$ cat src/rtl/sipo_frame_capture.sv
`default_nettype none
// +------------------------------------------------------------------------+
// | Module  : sipo_frame_capture                                           |
// | Brief   : Serial-in/parallel-out frame capture with a one-word valid/  |
// |           ready holding register and a sticky overrun flag.            |
// | Revision: 1.0                                                          |
// +------------------------------------------------------------------------+
module sipo_frame_capture #(
    parameter int WIDTH     = 8,
    parameter bit MSB_FIRST = 1'b1
) (
    input  logic             C,
    input  logic             RE,
    input  logic             SIN,
    input  logic             SEN,
    output logic [WIDTH-1:0] POUT,
    output logic             PVALID,
    input  logic             PREADY,
    output logic             BUSY,
    output logic             OVF
);

    localparam int CNT_W = $clog2(WIDTH);
    localparam logic [CNT_W-1:0] C_CNT_LAST = CNT_W'(WIDTH - 1);

    typedef enum logic [0:0] {
        EMPTY = 1'b0,
        FULL  = 1'b1
    } hold_state_t;

    hold_state_t      r_state;
    hold_state_t      w_state_nxt;
    logic [WIDTH-1:0] r_shift;
    logic [WIDTH-1:0] w_word;
    logic [CNT_W-1:0] r_cnt;
    logic [CNT_W-1:0] w_cnt_nxt;
    logic [WIDTH-1:0] r_pout;
    logic             r_busy;
    logic             r_ovf;
    logic             w_complete;
    logic             w_load;
    logic             w_ovf_set;

    // Shift register contents with the current SIN already included.
    generate
        if (MSB_FIRST) begin : g_msb_first
            assign w_word = {r_shift[WIDTH-2:0], SIN};
        end else begin : g_lsb_first
            assign w_word = {SIN, r_shift[WIDTH-1:1]};
        end
    endgenerate

    assign w_complete = SEN && (r_cnt == C_CNT_LAST);

    always_comb begin
        w_cnt_nxt = r_cnt;
        if (SEN) begin
            w_cnt_nxt = w_complete ? '0 : r_cnt + CNT_W'(1);
        end
    end

    always_ff @(posedge C) begin
        if (RE) begin
            r_shift <= '0;
            r_cnt   <= '0;
            r_busy  <= 1'b0;
        end else begin
            if (SEN) begin
                r_shift <= w_word;
            end
            r_cnt  <= w_cnt_nxt;
            r_busy <= (w_cnt_nxt != '0);
        end
    end

    always_ff @(posedge C) begin
        if (RE) begin
            r_state <= EMPTY;
        end else begin
            r_state <= w_state_nxt;
        end
    end

    // A full register with no taker drops the incoming word and flags overrun.
    always_comb begin
        w_state_nxt = r_state;
        w_load      = 1'b0;
        w_ovf_set   = 1'b0;
        case (r_state)
            EMPTY: begin
                if (w_complete) begin
                    w_state_nxt = FULL;
                    w_load      = 1'b1;
                end
            end
            FULL: begin
                if (PREADY) begin
                    w_load      = w_complete;
                    w_state_nxt = w_complete ? FULL : EMPTY;
                end else if (w_complete) begin
                    w_ovf_set = 1'b1;
                end
            end
            default: w_state_nxt = EMPTY;
        endcase
    end

    always_ff @(posedge C) begin
        if (RE) begin
            r_pout <= '0;
            r_ovf  <= 1'b0;
        end else begin
            if (w_load) begin
                r_pout <= w_word;
            end
            if (w_ovf_set) begin
                r_ovf <= 1'b1;
            end
        end
    end

    assign POUT   = r_pout;
    assign PVALID = (r_state == FULL);
    assign BUSY   = r_busy;
    assign OVF    = r_ovf;

endmodule
`default_nettype wire

$ cat config.mk
export PLATFORM = sky130hd
export DESIGN_NAME = sipo_frame_capture
export DESIGN_NICKNAME = d
export VERILOG_FILES = /design/src/rtl/sipo_frame_capture.sv
export SDC_FILE = /design/constraint.sdc
export NUM_CORES = 1
export LEC_CHECK = 0
export CAP_MARGIN = 10
export CORE_UTILIZATION = 45
export DETAILED_ROUTE_END_ITERATION = 6
export PLACE_DENSITY = 0.73
export SLEW_MARGIN = 20
export SYNTH_ARGS = -nofsm -noshare
export SYNTH_HDL_FRONTEND = slang
export SYNTH_SLANG_ARGS = --single-unit
$ cat constraint.sdc
create_clock -name C -period 1.3 [get_ports C]
set_clock_uncertainty 0.05 [all_clocks]
set_input_delay 0.13 -clock C [delete_from_list [all_inputs] [get_ports C]]
set_output_delay 0.13 -clock C [all_outputs]
set_load 0.01 [all_outputs]
# == Yosys cells after proc, flatten, opt, wreduce, memory -nomap -nowiden ==
# Cells that the tools add are included.
# op_classes
bitwise,1
addsub,1
eq_ne,1
mux,9
reduce_logical,2
# op_table
cell,count
3-bit 2-to-1 mux,2
1-bit 2-to-1 mux,5
1-bit case mux with 2 select lines,2
3-bit by 1-bit adder with 3-bit output (second input constant),1
3-bit equality test (second input constant),1
3-bit nonzero test,1
1-bit logical AND,1
1-bit inverter,1
# totals
inputBits,5
regBits,21

# == Longest topological paths before layout ==
# Gate-level depths: netlist of the first run.
# depth
ltp_word,5
ltp_mapped,5
depth_no_buf,5

# == Worst setup path after synthesis of the first run ==
# Ideal clock, no wire load.
# synth_path
kind,reg2reg
from,reg r_cnt[0]
to,"reg r_busy, in the netlist BUSY"
slack_ns,-0.054
n_path_buf,0
path_stages_with_launch,6
arrival_ns,1.213
cell_sequence,dfxtp_1 > ha_1 > ha_1 > inv_1 > a21o_2 > a311oi_1
# synth_via
elab_chain_len,5
elab_cells_between_ends,6
classes_between,add/sub (1); eq/ne (1); mux (2); reduce/logical (2)
# synth_lines
element,line_no,source
start: declaration,35,logic [CNT_W-1:0] r_cnt;
start signal: assignment,71,r_cnt <= w_cnt_nxt;
branches (longest 3 deep; another with 3-bit by 1-bit adder with 3-bit output),-,
3-bit 2-to-1 mux *,57,if (SEN) begin
3-bit nonzero test *,72,r_busy <= (w_cnt_nxt != '0);
end signal: assignment,72,
end: declaration,38,logic r_busy;
# Every way passes the cells marked *.
# A chain may end at the register's enable or synchronous reset.

# == Worst setup path after layout of the first run ==
# Same ends and word-level chain as after synthesis.

==> results of run 1 <==
==> routing by layer <==
layer  share of wire, %  track usage (%)
met2                 45             24.2
met1                 48             20.0
met4               0.61             9.41
met3                6.1             3.14
met5                  0                0
==> sequential cells by signal (all words and copies together), names as in the netlist <==
signal / cells
POUT: 8
r_shift: 7
r_cnt: 3
BUSY: 1
OVF: 1
PVALID: 1
==> how the worst max path moves through the flow <==
stage	from	endpoint	slack [ns]	depth (start not counted)
2_1_floorplan	r_cnt[0]	BUSY	0.02	5
3_3_place_gp	SEN	r_cnt[0]	-0.05	4
3_5_place_dp	SEN	r_cnt[0]	-0.06	4
4_1_cts	r_cnt[0]	BUSY	-0.05	5
5_1_grt	r_cnt[0]	BUSY	-0.08	5
6_report	r_cnt[0]	BUSY	-0.04	5
==> metrics by stage <==
| step | utilization [%] | TNS, ns | hold WS, ns | power, uW | cells |
|---|---|---|---|---|---|
| after floorplan | - | 0 | 0.227 | 751 | 86 |
| final | 63.5 | -0.0361 | 0.387 | 1080 | 133 |
| after CTS | 63.1 | -0.0476 | 0.390 | 1090 | 132 |
| after detailed placement | 62.1 | -0.453 | 0.410 | 790 | 128 |
| after global routing | 63.5 | -0.447 | 0.416 | 1120 | 133 |
| after global placement | 62.1 | -0.298 | 0.398 | 786 | 128 |
==> placed cells by master (no fill, tap or decap), types with 2 or more instances in the layout <==
| cell type | count |
|---|---|
| dfxtp_1 | 19 |
| mux2i_1 | 17 |
| nand2b_1 | 17 |
| nor2_1 | 12 |
| dlygate4sd2_1 | 11 |
| buf_4 | 8 |
| clkdlybuf4s50_1 | 4 |
| clkbuf_4 | 3 |
| a21oi_1 | 2 |
| ha_4 | 2 |
| dfxtp_2 | 2 |
==> timing repair <==
action	4_1_cts	5_1_grt
pin swaps	0	1
buffers inserted	0	1
setup endpoints to repair	20	9
gates resized for setup	14	0
hold buffers	0	0
==> layout make-up <==
class | count | share of cell area (%)
clock buffers | 4 | 2.30
well taps | 25 | 2.73
flip-flops and latches | 21 | 36.9
repair buffers | 23 | 17.2
multi-input cells | 58 | 40.2
inverters | 2 | 0.656
==> worst register-to-register path, delay by kind of cell, from the launching register on <==
kind                       cells  cell delay (ns)
DFF                            1             0.35
buffers and inverters          1             0.03
AOI/OAI and AO/OA              2             0.41
adders and majority gates      2             0.42
==> report_power, final <==
| group | switching, uW | internal [uW] | total, uW |
|---|---|---|---|
| Sequential | 8.87 | 657 | 666 |
| Combinational | 45.7 | 62.1 | 108 |
| Clock | 188 | 120 | 308 |
==> cells by family (layout without fill, tap and decap cells) <==
group	count (synthesis)	after routing	synth area share (%)
and+or+nand+nor	34	34	22.5
DFF	21	21	47.0
muxes	17	17	19.0
buffers and inverters	7	29	4.89
AOI/OAI and AO/OA	5	5	3.78
adders and majority gates	2	2	2.80
==> summary.md, run 1 <==
| Metric | Value |
|---|---|
| CP cell instances | `ha_4 -> ha_4 -> inv_2 -> a21o_2 -> a311oi_1` |
| Hold EP | `POUT[0]` |
| Port Buf Inserts | `15` |
| First-pass GRT wire length | `2.41 mm` |
| Area Overhead vs Synth | `28.0%` |
| Mean Syn Cell Area | `10.4 um^2` |
| Syn Nets | `93` |
| CP delay by family, top | `adder cells` |
| Worst Path Buf+Inv | `1` |
| VDD IR max | `0.669 mV` |
| CTS clk-pin slew, worst paths | `0.11 ns` |
| Leakage dissipation | `0.000488 uW` |
| Cells after synthesis | `86` |
| Fin area | `1140 um^2` |
| Sequential share of the synthesized area | `47.0%` |
| Max-slew headroom | `85.1%` |
| Post-synthesis cell area | `895 um^2` |
| CTS Sinks | `21` |
| Power per Cell Area | `944 nW/um^2` |
| Synth Register Bits | `21` |
| Critical Path Sink Type | `flop` |
| Core footprint | `1800 um^2` |
| DRT Pass-1 Iters | `4` |
| RSZ-0062 raised after global routing | `true` |
| Final Hold Viols | `0` |
| Reg2reg end | `BUSY` |
| Fill cell count | `177` |
| Area of the multi-input gates | `460 um^2` |
| Fmax | `748 MHz` |
| Worst reg-to-reg setup slack | `-0.04 ns` |
| Wire length per cell | `11.1 um` |
| Largest net degree at the start of global routing | `18` |
| 1st-iter DRT viols | `6` |
| Vias per cell | `4.89` |
| Pins Over Slew Limit | `0` |
| Most common cell in the netlist | `dfxtp_1` |
| Post-synth EDFFs | `0` |
| Area after DPL | `1120 um^2` |
| Worst-margin pin slew | `0.222 ns` |
| Min-Delay Path Class | `primary input to flop` |
| Final period util | `103%` |
| Inserted Clock Buffers | `3` |
| Crit path time final | `1.34 ns` |
| Starting Density | `49.7%` |
| Failing checks | `setup timing` |
| Rows | `15` |
| Status | `complete, but fails checks` |
| Die W | `46.6 um` |
| Die area | `2170 um^2` |
| Gpl congestion | `0.699` |
| CP Data Arrival Time | `1.50 ns` |
| Root buffer cell | `clkbuf_4` |
| Placement Setup Slack | `-0.0577 ns` |
| Top Ports | `16` |
| Yosys top cell area share | `47.0%` |
| Setup-failing EPs final | `1` |
| Top cell by count, worst path | `ha_4` |
| Antenna Cells | `0` |
| DIE HEIGHT | `46.6 um` |
| Crit path largest cell delay | `0.35 ns` |
| Post-synth top cells | `21 x dfxtp_1, 17 x mux2i_1, 17 x nand2b_1, 12 x nor2_1` |
| Via count | `650` |
| Congestion Overflow GR | `0` |
| Data required time of the critical path | `1.46 ns` |
| Maximum level of the CTS H-tree | `1` |
| Seq. cell area | `423 um^2` |
| GR Util All Layers | `15.7%` |
| Distinct cells, synth | `18` |
| Max_cap viols | `0` |
| Hold_sp | `SIN` |
| Kind of critical path | `flop to flop` |
| Most used DFF post-synth | `dfxtp_1` |
| Vias in the first global route | `574` |
| DRT Wirelength | `1.48 mm` |
| Ys async rst share | `0%` |
| DRC errors left | `0` |
| Worst skew pair latency | `0.30 ns` |
| Cell taking the most area after synthesis | `dfxtp_1` |
| Slowest-stage cell, CP | `dfxtp_2` |
| HPWL after DPL | `1.02 mm` |
| PnR worst setup slack | `-0.0361 ns` |
| Origin of the critical flop-to-flop path | `r_cnt[0]` |
| Hold Path Depth | `3` |
| Initial antenna violation count | `0` |
| Post-DRT Antenna Nets | `0` |
| Layout cells sized above 1 | `18.5%` |
| Largest fanout on the critical path | `2` |
| Nets@finish | `116` |
| Worst reg2reg path depth | `5` |
| CTS tree | `built` |
| Synth area leaders | `dfxtp_1 47%, mux2i_1 19%, nand2b_1 12%` |
| Startpoint class of the critical path | `flop` |
| Warnings from Yosys | `0` |
| Max Root-Sink Buffers | `2` |
Power figures use the tool's default switching activity.
==> run 2: changes to the inputs <==
ABC_CLOCK_PERIOD_IN_PS = 1300   (was default)
SETUP_SLACK_MARGIN = 0.1   (was default)
==> run 2 against run 1 <==
  * The run still ends with setup timing left
  * Critical path type unchanged
  * Via count shrank 4.3%
  * Combinational power rose by 9%
  * Clock power up 1%
  * Die area unchanged
  * Register-to-register slack is essentially flat
  * Global-route usage up 2.4 points
  * Sequential share of layout area fell by 0.52 points
  * Final area is 1.4% higher
  * Largest cell class unchanged
  * First-iteration DRC count up 83%
  * Cell count grew 0.75%
  * Worst hold slack got worse by 0.011 ns
  * Maximum frequency is 0.43% higher
==> summary.md, run 2 (synthesis results as in run 1) <==
| Metric | Value |
|---|---|
| 1st-iter DRT viols | `11 (was 6)` |
| DIE HEIGHT | `46.6 um (unchanged)` |
| Setup TNS | `-0.0304 ns (was -0.0361 ns)` |
| CTS tree | `built (unchanged)` |
| Congestion Overflow GR | `0 (unchanged)` |
| Starting Density | `49.7% (unchanged)` |
| GR Util All Layers | `18.1% (was 15.7%)` |
| Min-Delay Path Class | `primary input to flop (unchanged)` |
| Largest fanout on the critical path | `2 (unchanged)` |
| Port Buf Inserts | `15 (unchanged)` |
| Core footprint | `1800 um^2 (unchanged)` |
| Critical Path Sink Type | `flop (unchanged)` |
| Most common cell after layout, fill and taps aside | `dfxtp_1 (unchanged)` |
| Max Root-Sink Buffers | `2 (unchanged)` |
| Startpoint class of the critical path | `flop (unchanged)` |
| Nets@finish | `117 (was 116)` |
| Maximum level of the CTS H-tree | `1 (unchanged)` |
| Layout cells sized above 1 | `21.1% (was 18.5%)` |
| Max_cap viols | `0 (unchanged)` |
| Max FFs per register | `8 (unchanged)` |
| Gpl congestion | `0.690 (was 0.699)` |
| Die W | `46.6 um (unchanged)` |
| Crit path largest cell delay | `0.35 ns (about the same)` |
| Rows | `15 (unchanged)` |
| CTS clk-pin slew, worst paths | `0.12 ns (was 0.11 ns)` |
| Root buffer cell | `clkbuf_4 (unchanged)` |
| DRC errors left | `0 (unchanged)` |
| Pins Over Slew Limit | `0 (unchanged)` |
| PnR worst setup slack | `-0.0304 ns (was -0.0361 ns)` |
| Final period util | `102% (was 103%)` |
| Layout Utilization | `64.4% (was 63.5%)` |
| Die area | `2170 um^2 (unchanged)` |
| Antenna Cells | `0 (unchanged)` |
| Worst-margin pin slew | `0.410 ns (was 0.222 ns)` |
| Most frequent cells in the layout | `19 x dfxtp_1, 17 x mux2i_1, 17 x nand2b_1, 11 x nor2_1, 11 x dlygate4sd2_1 (was 19 x dfxtp_1, 17 x mux2i_1, 17 x nand2b_1, 12 x nor2_1, 11 x dlygate4sd2_1)` |
| Top Ports | `16 (unchanged)` |
| Status | `complete, but fails checks (unchanged)` |
| Max-slew headroom | `72.4% (was 85.1%)` |
| HPWL after DPL | `1.06 mm (was 1.02 mm)` |
| DRT Pass-1 Iters | `4 (unchanged)` |
| Power per Cell Area | `944 nW/um^2 (about the same)` |
| VDD IR max | `0.703 mV (was 0.669 mV)` |
| Initial antenna violation count | `0 (unchanged)` |
| CP cell instances | `ha_4 -> ha_4 -> inv_2 -> a21o_2 -> a311oi_2 (was ha_4 -> ha_4 -> inv_2 -> a21o_2 -> a311oi_1)` |
| Post-DRT Antenna Nets | `0 (unchanged)` |
| Data required time of the critical path | `1.46 ns (about the same)` |
| Inserted Clock Buffers | `3 (unchanged)` |
| Slowest-stage cell, CP | `dfxtp_2 (unchanged)` |
| Leakage dissipation | `0.000497 uW (was 0.000488 uW)` |
| Failing checks | `setup timing (unchanged)` |
| Kind of critical path | `flop to flop (unchanged)` |
| WHS | `0.376 ns (was 0.387 ns)` |
| CTS Sinks | `21 (unchanged)` |
| Final Hold Viols | `0 (unchanged)` |
| First-pass GRT wire length | `2.65 mm (was 2.41 mm)` |
| Crit path time final | `1.33 ns (was 1.34 ns)` |
| Top cell by count, worst path | `ha_4 (unchanged)` |
| Vias in the first global route | `593 (was 574)` |
| DRT Wirelength | `1.54 mm (was 1.48 mm)` |
| Fmax | `752 MHz (was 748 MHz)` |
| Setup-failing EPs final | `1 (unchanged)` |
| RSZ-0062 raised after global routing | `true (unchanged)` |
| Via count | `622 (was 650)` |
| Hold-fix buffers, CTS | `0 (unchanged)` |
| Largest net degree at the start of global routing | `17 (was 18)` |
| Vias per cell | `4.64 (was 4.89)` |
| Area Overhead vs Synth | `29.8% (was 28.0%)` |
| Wire length per cell | `11.5 um (was 11.1 um)` |
| Worst skew pair latency | `0.30 ns (about the same)` |
| CP Data Arrival Time | `1.50 ns (about the same)` |
==> run 2: metrics by stage <==
step	power [uW]	std cells	worst slack (ns)	area, um^2
after floorplan	751	86	0.0167	921
after global placement	787	128	-0.0542	1120
after detailed placement	789	128	-0.110	1120
after CTS	1100	133	-0.0503	1150
after global routing	1150	134	-0.0563	1160
final	1100	134	-0.0304	1160
==> run 2: area by class of cell <==
class | instances | area [um^2]
fillers | 167 | 641
inverters | 2 | 7.51
flip-flops and latches | 21 | 423
multi-input cells | 58 | 469
repair buffers | 24 | 204
clock buffers | 4 | 26.3
well taps | 25 | 31.3
==> run 2: timing repair <==
action                                  in CTS  in global routing
buffers inserted                             1                  1
resized for setup                           14                  2
pin swaps                                    2                  1
endpoints found under the setup margin      20                 10
==> run 2: worst paths after layout <==
kind         startpoint  endpoint  slack, ns  cells past startpoint
min                 SIN   POUT[0]       0.38                      3
min reg2reg     POUT[4]   POUT[4]       0.43                      2
max            r_cnt[1]      BUSY      -0.03                      5
max reg2reg    r_cnt[1]      BUSY      -0.03                      5
==> run 2: worst max-delay path: cells and delay by family, from the launching register on <==
kind	cells	cell delay, ns
flip-flops	1	0.35
adder cells (fa/ha/maj)	2	0.42
buffers and inverters	1	0.03
AO/OA/AOI/OAI	2	0.41
==> run 2: power by group <==
| group | switching [uW] | leakage, uW | internal (uW) | total [uW] |
|---|---|---|---|---|
| logic | 51.0 | 0.000311 | 67.1 | 118 |
| registers | 9.16 | 0.000171 | 657 | 666 |
| clock network | 193 | 0.0000150 | 119 | 312 |
| total | 253 | 0.000497 | 844 | 1100 |
==> run 2: per-layer routing <==
layer / vias to the layer above / wire length (um) / GRT usage [%] / share of wire, %
li1: 331 / - / - / -
met1: 275 / 771 / 22.9 / 50
met2: 14 / 688 / 27.5 / 45
met3: 2 / 68 / 4.71 / 4.4
met4: 0 / 15 / 10.6 / 0.97
met5: - / 0 / 0 / 0
==> run 3: changes to the inputs <==
CORE_UTILIZATION = 53   (was 45)
DONT_BUFFER_PORTS = 1   (was default)
PLACE_DENSITY = 0.71   (was 0.73)
REMOVE_ABC_BUFFERS = 1   (was default)
==> run 3 against run 2 <==
  * The run ends with hold timing left
  * Clock-buffer cell count is the same
  * Worst hold slack lost 0.49 ns
  * First-iteration DRC count shrank 55%
  * Flip-flop and latch count is the same
  * Die area shrank 14%
  * Global-route usage shrank 0.63 points
  * Maximum frequency grew 3.8%
  * Utilization grew 3.4 points
  * Via count shrank 5.6%
  * Combinational power shrank 29%
  * Sequential power is essentially flat
  * Total power shrank 2.8%
  * Critical path type unchanged
  * Largest power group unchanged
==> summary.md, run 3 (synthesis results as in run 1) <==
| Metric | Value |
|---|---|
| Layout cells sized above 1 | `22.3% (was 21.1%)` |
| Failing checks | `hold timing (was setup timing)` |
| Slowest-stage cell, CP | `dfxtp_2 (unchanged)` |
| Area Overhead vs Synth | `16.9% (was 29.8%)` |
| RSZ-0062 raised after global routing | `true (unchanged)` |
| CP cell instances | `ha_4 -> ha_4 -> buf_4 -> a21o_4 -> a311oi_2 (was ha_4 -> ha_4 -> inv_2 -> a21o_2 -> a311oi_2)` |
| Largest net degree at the start of global routing | `29 (was 17)` |
| Largest fanout on the critical path | `4 (was 2)` |
| Sequential Power Share | `62.7% (was 60.8%)` |
| Max_cap viols | `0 (unchanged)` |
| Core footprint | `1540 um^2 (was 1800 um^2)` |
| Data required time of the critical path | `1.48 ns (was 1.46 ns)` |
| Crit path largest cell delay | `0.35 ns (about the same)` |
| Starting Density | `58.0% (was 49.7%)` |
| Wire length per cell | `12.9 um (was 11.5 um)` |
| Max Root-Sink Buffers | `2 (unchanged)` |
| Via count | `587 (was 622)` |
| First-pass GRT wire length | `2.39 mm (was 2.65 mm)` |
| Most frequent cells in the layout | `19 x dfxtp_1, 17 x mux2i_1, 17 x nand2b_1, 12 x nor2_1, 6 x buf_4 (was 19 x dfxtp_1, 17 x mux2i_1, 17 x nand2b_1, 11 x nor2_1, 11 x dlygate4sd2_1)` |
| Startpoint class of the critical path | `flop (unchanged)` |
| Antenna Cells | `0 (unchanged)` |
| WHS | `-0.109 ns (was 0.376 ns)` |
| Worst reg-to-reg setup slack | `0.02 ns (was -0.03 ns)` |
| Congestion Overflow GR | `0 (unchanged)` |
| CP delay by family, top | `flip-flops (was adder cells)` |
| CTS tree | `built (unchanged)` |
| Leakage dissipation | `0.000400 uW (was 0.000497 uW)` |
| Hold-fix buffers, CTS | `3 (was 0)` |
| Vias in the first global route | `553 (was 593)` |
| Gpl congestion | `0.841 (was 0.690)` |
| Final period util | `98.6% (was 102%)` |
| Power per Cell Area | `1020 nW/um^2 (was 944 nW/um^2)` |
| Initial antenna violation count | `0 (unchanged)` |
| HPWL after DPL | `879 um (was 1.06 mm)` |
| Rows | `14 (was 15)` |
| GR Util All Layers | `17.5% (was 18.1%)` |
| Die area | `1860 um^2 (was 2170 um^2)` |
| Inserted Clock Buffers | `3 (unchanged)` |
| Most common cell after layout, fill and taps aside | `dfxtp_1 (unchanged)` |
| Critical Path Sink Type | `flop (unchanged)` |
| VDD IR max | `0.731 mV (was 0.703 mV)` |
| DIE HEIGHT | `43.1 um (was 46.6 um)` |
| CTS clk-pin slew, worst paths | `0.12 ns (about the same)` |
| Power, Total | `1070 uW (was 1100 uW)` |
| DRT Pass-1 Iters | `4 (unchanged)` |
| Pins Over Slew Limit | `0 (unchanged)` |
| Vias per cell | `5.34 (was 4.64)` |
| Die W | `43.1 um (was 46.6 um)` |
| Fill cell count | `113 (was 167)` |
| Clk pwr share | `29.4% (was 28.5%)` |
| Final Hold Viols | `13 (was 0)` |
| Nets@finish | `102 (was 117)` |
| CTS Sinks | `21 (unchanged)` |
| Root buffer cell | `clkbuf_4 (unchanged)` |
| Setup-failing EPs final | `0 (was 1)` |
| Fmax | `780 MHz (was 752 MHz)` |
| Worst skew pair latency | `0.31 ns (was 0.30 ns)` |
| Maximum level of the CTS H-tree | `1 (unchanged)` |
| Max FFs per register | `8 (unchanged)` |
| Max-slew headroom | `48.6% (was 72.4%)` |
| 1st-iter DRT viols | `5 (was 11)` |
| Kind of critical path | `flop to flop (unchanged)` |
| CP Data Arrival Time | `1.46 ns (was 1.50 ns)` |
| Post-DRT Antenna Nets | `0 (unchanged)` |
| Worst Path Buf+Inv | `1 (unchanged)` |
| DRC errors left | `0 (unchanged)` |
| Top Ports | `16 (unchanged)` |
| Area of the multi-input gates | `492 um^2 (was 469 um^2)` |
| Min-Delay Path Class | `primary input to flop (unchanged)` |
| Net Switching | `238 uW (was 253 uW)` |
| Seq. cell area | `423 um^2 (unchanged)` |
| Net Sw Frac | `22.3% (was 23.1%)` |
| Internal | `828 uW (was 844 uW)` |
| Top cell by count, worst path | `ha_4 (unchanged)` |
| DRT Wirelength | `1.42 mm (was 1.54 mm)` |
| Port Buf Inserts | `0 (was 15)` |
| Status | `complete, but fails checks (unchanged)` |
| Logic pwr share | `7.9% (was 10.8%)` |
| Worst-margin pin slew | `0.771 ns (was 0.410 ns)` |
| Crit path time final | `1.28 ns (was 1.33 ns)` |
[run 3: stage by stage]
stage	util, %	std cells	setup TNS, ns	cell area (um^2)	worst slack [ns]
3_5_place_dp	59.4	102	-0.386	916	-0.0762
5_1_grt	67.9	110	-0.0620	1050	-0.0316
6_report	67.9	110	0	1050	0.0182
3_3_place_gp	59.4	102	-0.0579	916	-0.0386
2_1_floorplan	-	81	-0.172	858	-0.0543
4_1_cts	65.7	110	0	1010	0.0110
[run 3: power by group through the flow]
stage | registers (uW) | logic (uW) | clock network [uW]
finish | 668 | 84.2 | 313
global route | 670 | 95.2 | 362
CTS | 668 | 76.5 | 331
detailed placement | 679 | 56.7 | 0
global placement | 679 | 55.3 | 0
floorplan | 680 | 41.6 | 0
[run 3: worst paths after layout]
kind	startpoint	end	depth (start not counted)
min reg2reg	r_shift[5]	POUT[6]	2
max	r_cnt[1]	BUSY	5
min	SEN	BUSY	1
max reg2reg	r_cnt[1]	BUSY	5
[run 3: per-layer routing]
| metal | wire, um | global-route usage [%] |
|---|---|---|
| met1 | 636 | 21.0 |
| met2 | 696 | 27.2 |
| met3 | 74 | 8.94 |
| met4 | 14 | 5.45 |
| met5 | 0 | 0 |
[run 3: cell type report]
type / count / share of cell area (%)
Timing Repair Buffer: 9 / 7.42
Tap cell: 16 / 1.91
Inverter: 2 / 0.718
Multi-Input combinational cell: 58 / 47.0
Clock buffer: 4 / 2.51
Sequential cell: 21 / 40.4
[run 3: repair_timing]
| action | in CTS | in global routing |
|---|---|---|
| endpoints found under the hold margin | 21 | 13 |
| pin swaps | 4 | 4 |
| endpoints found under the setup margin | 13 | 21 |
| resized for setup | 7 | 6 |
| setup buffers | 1 | 0 |
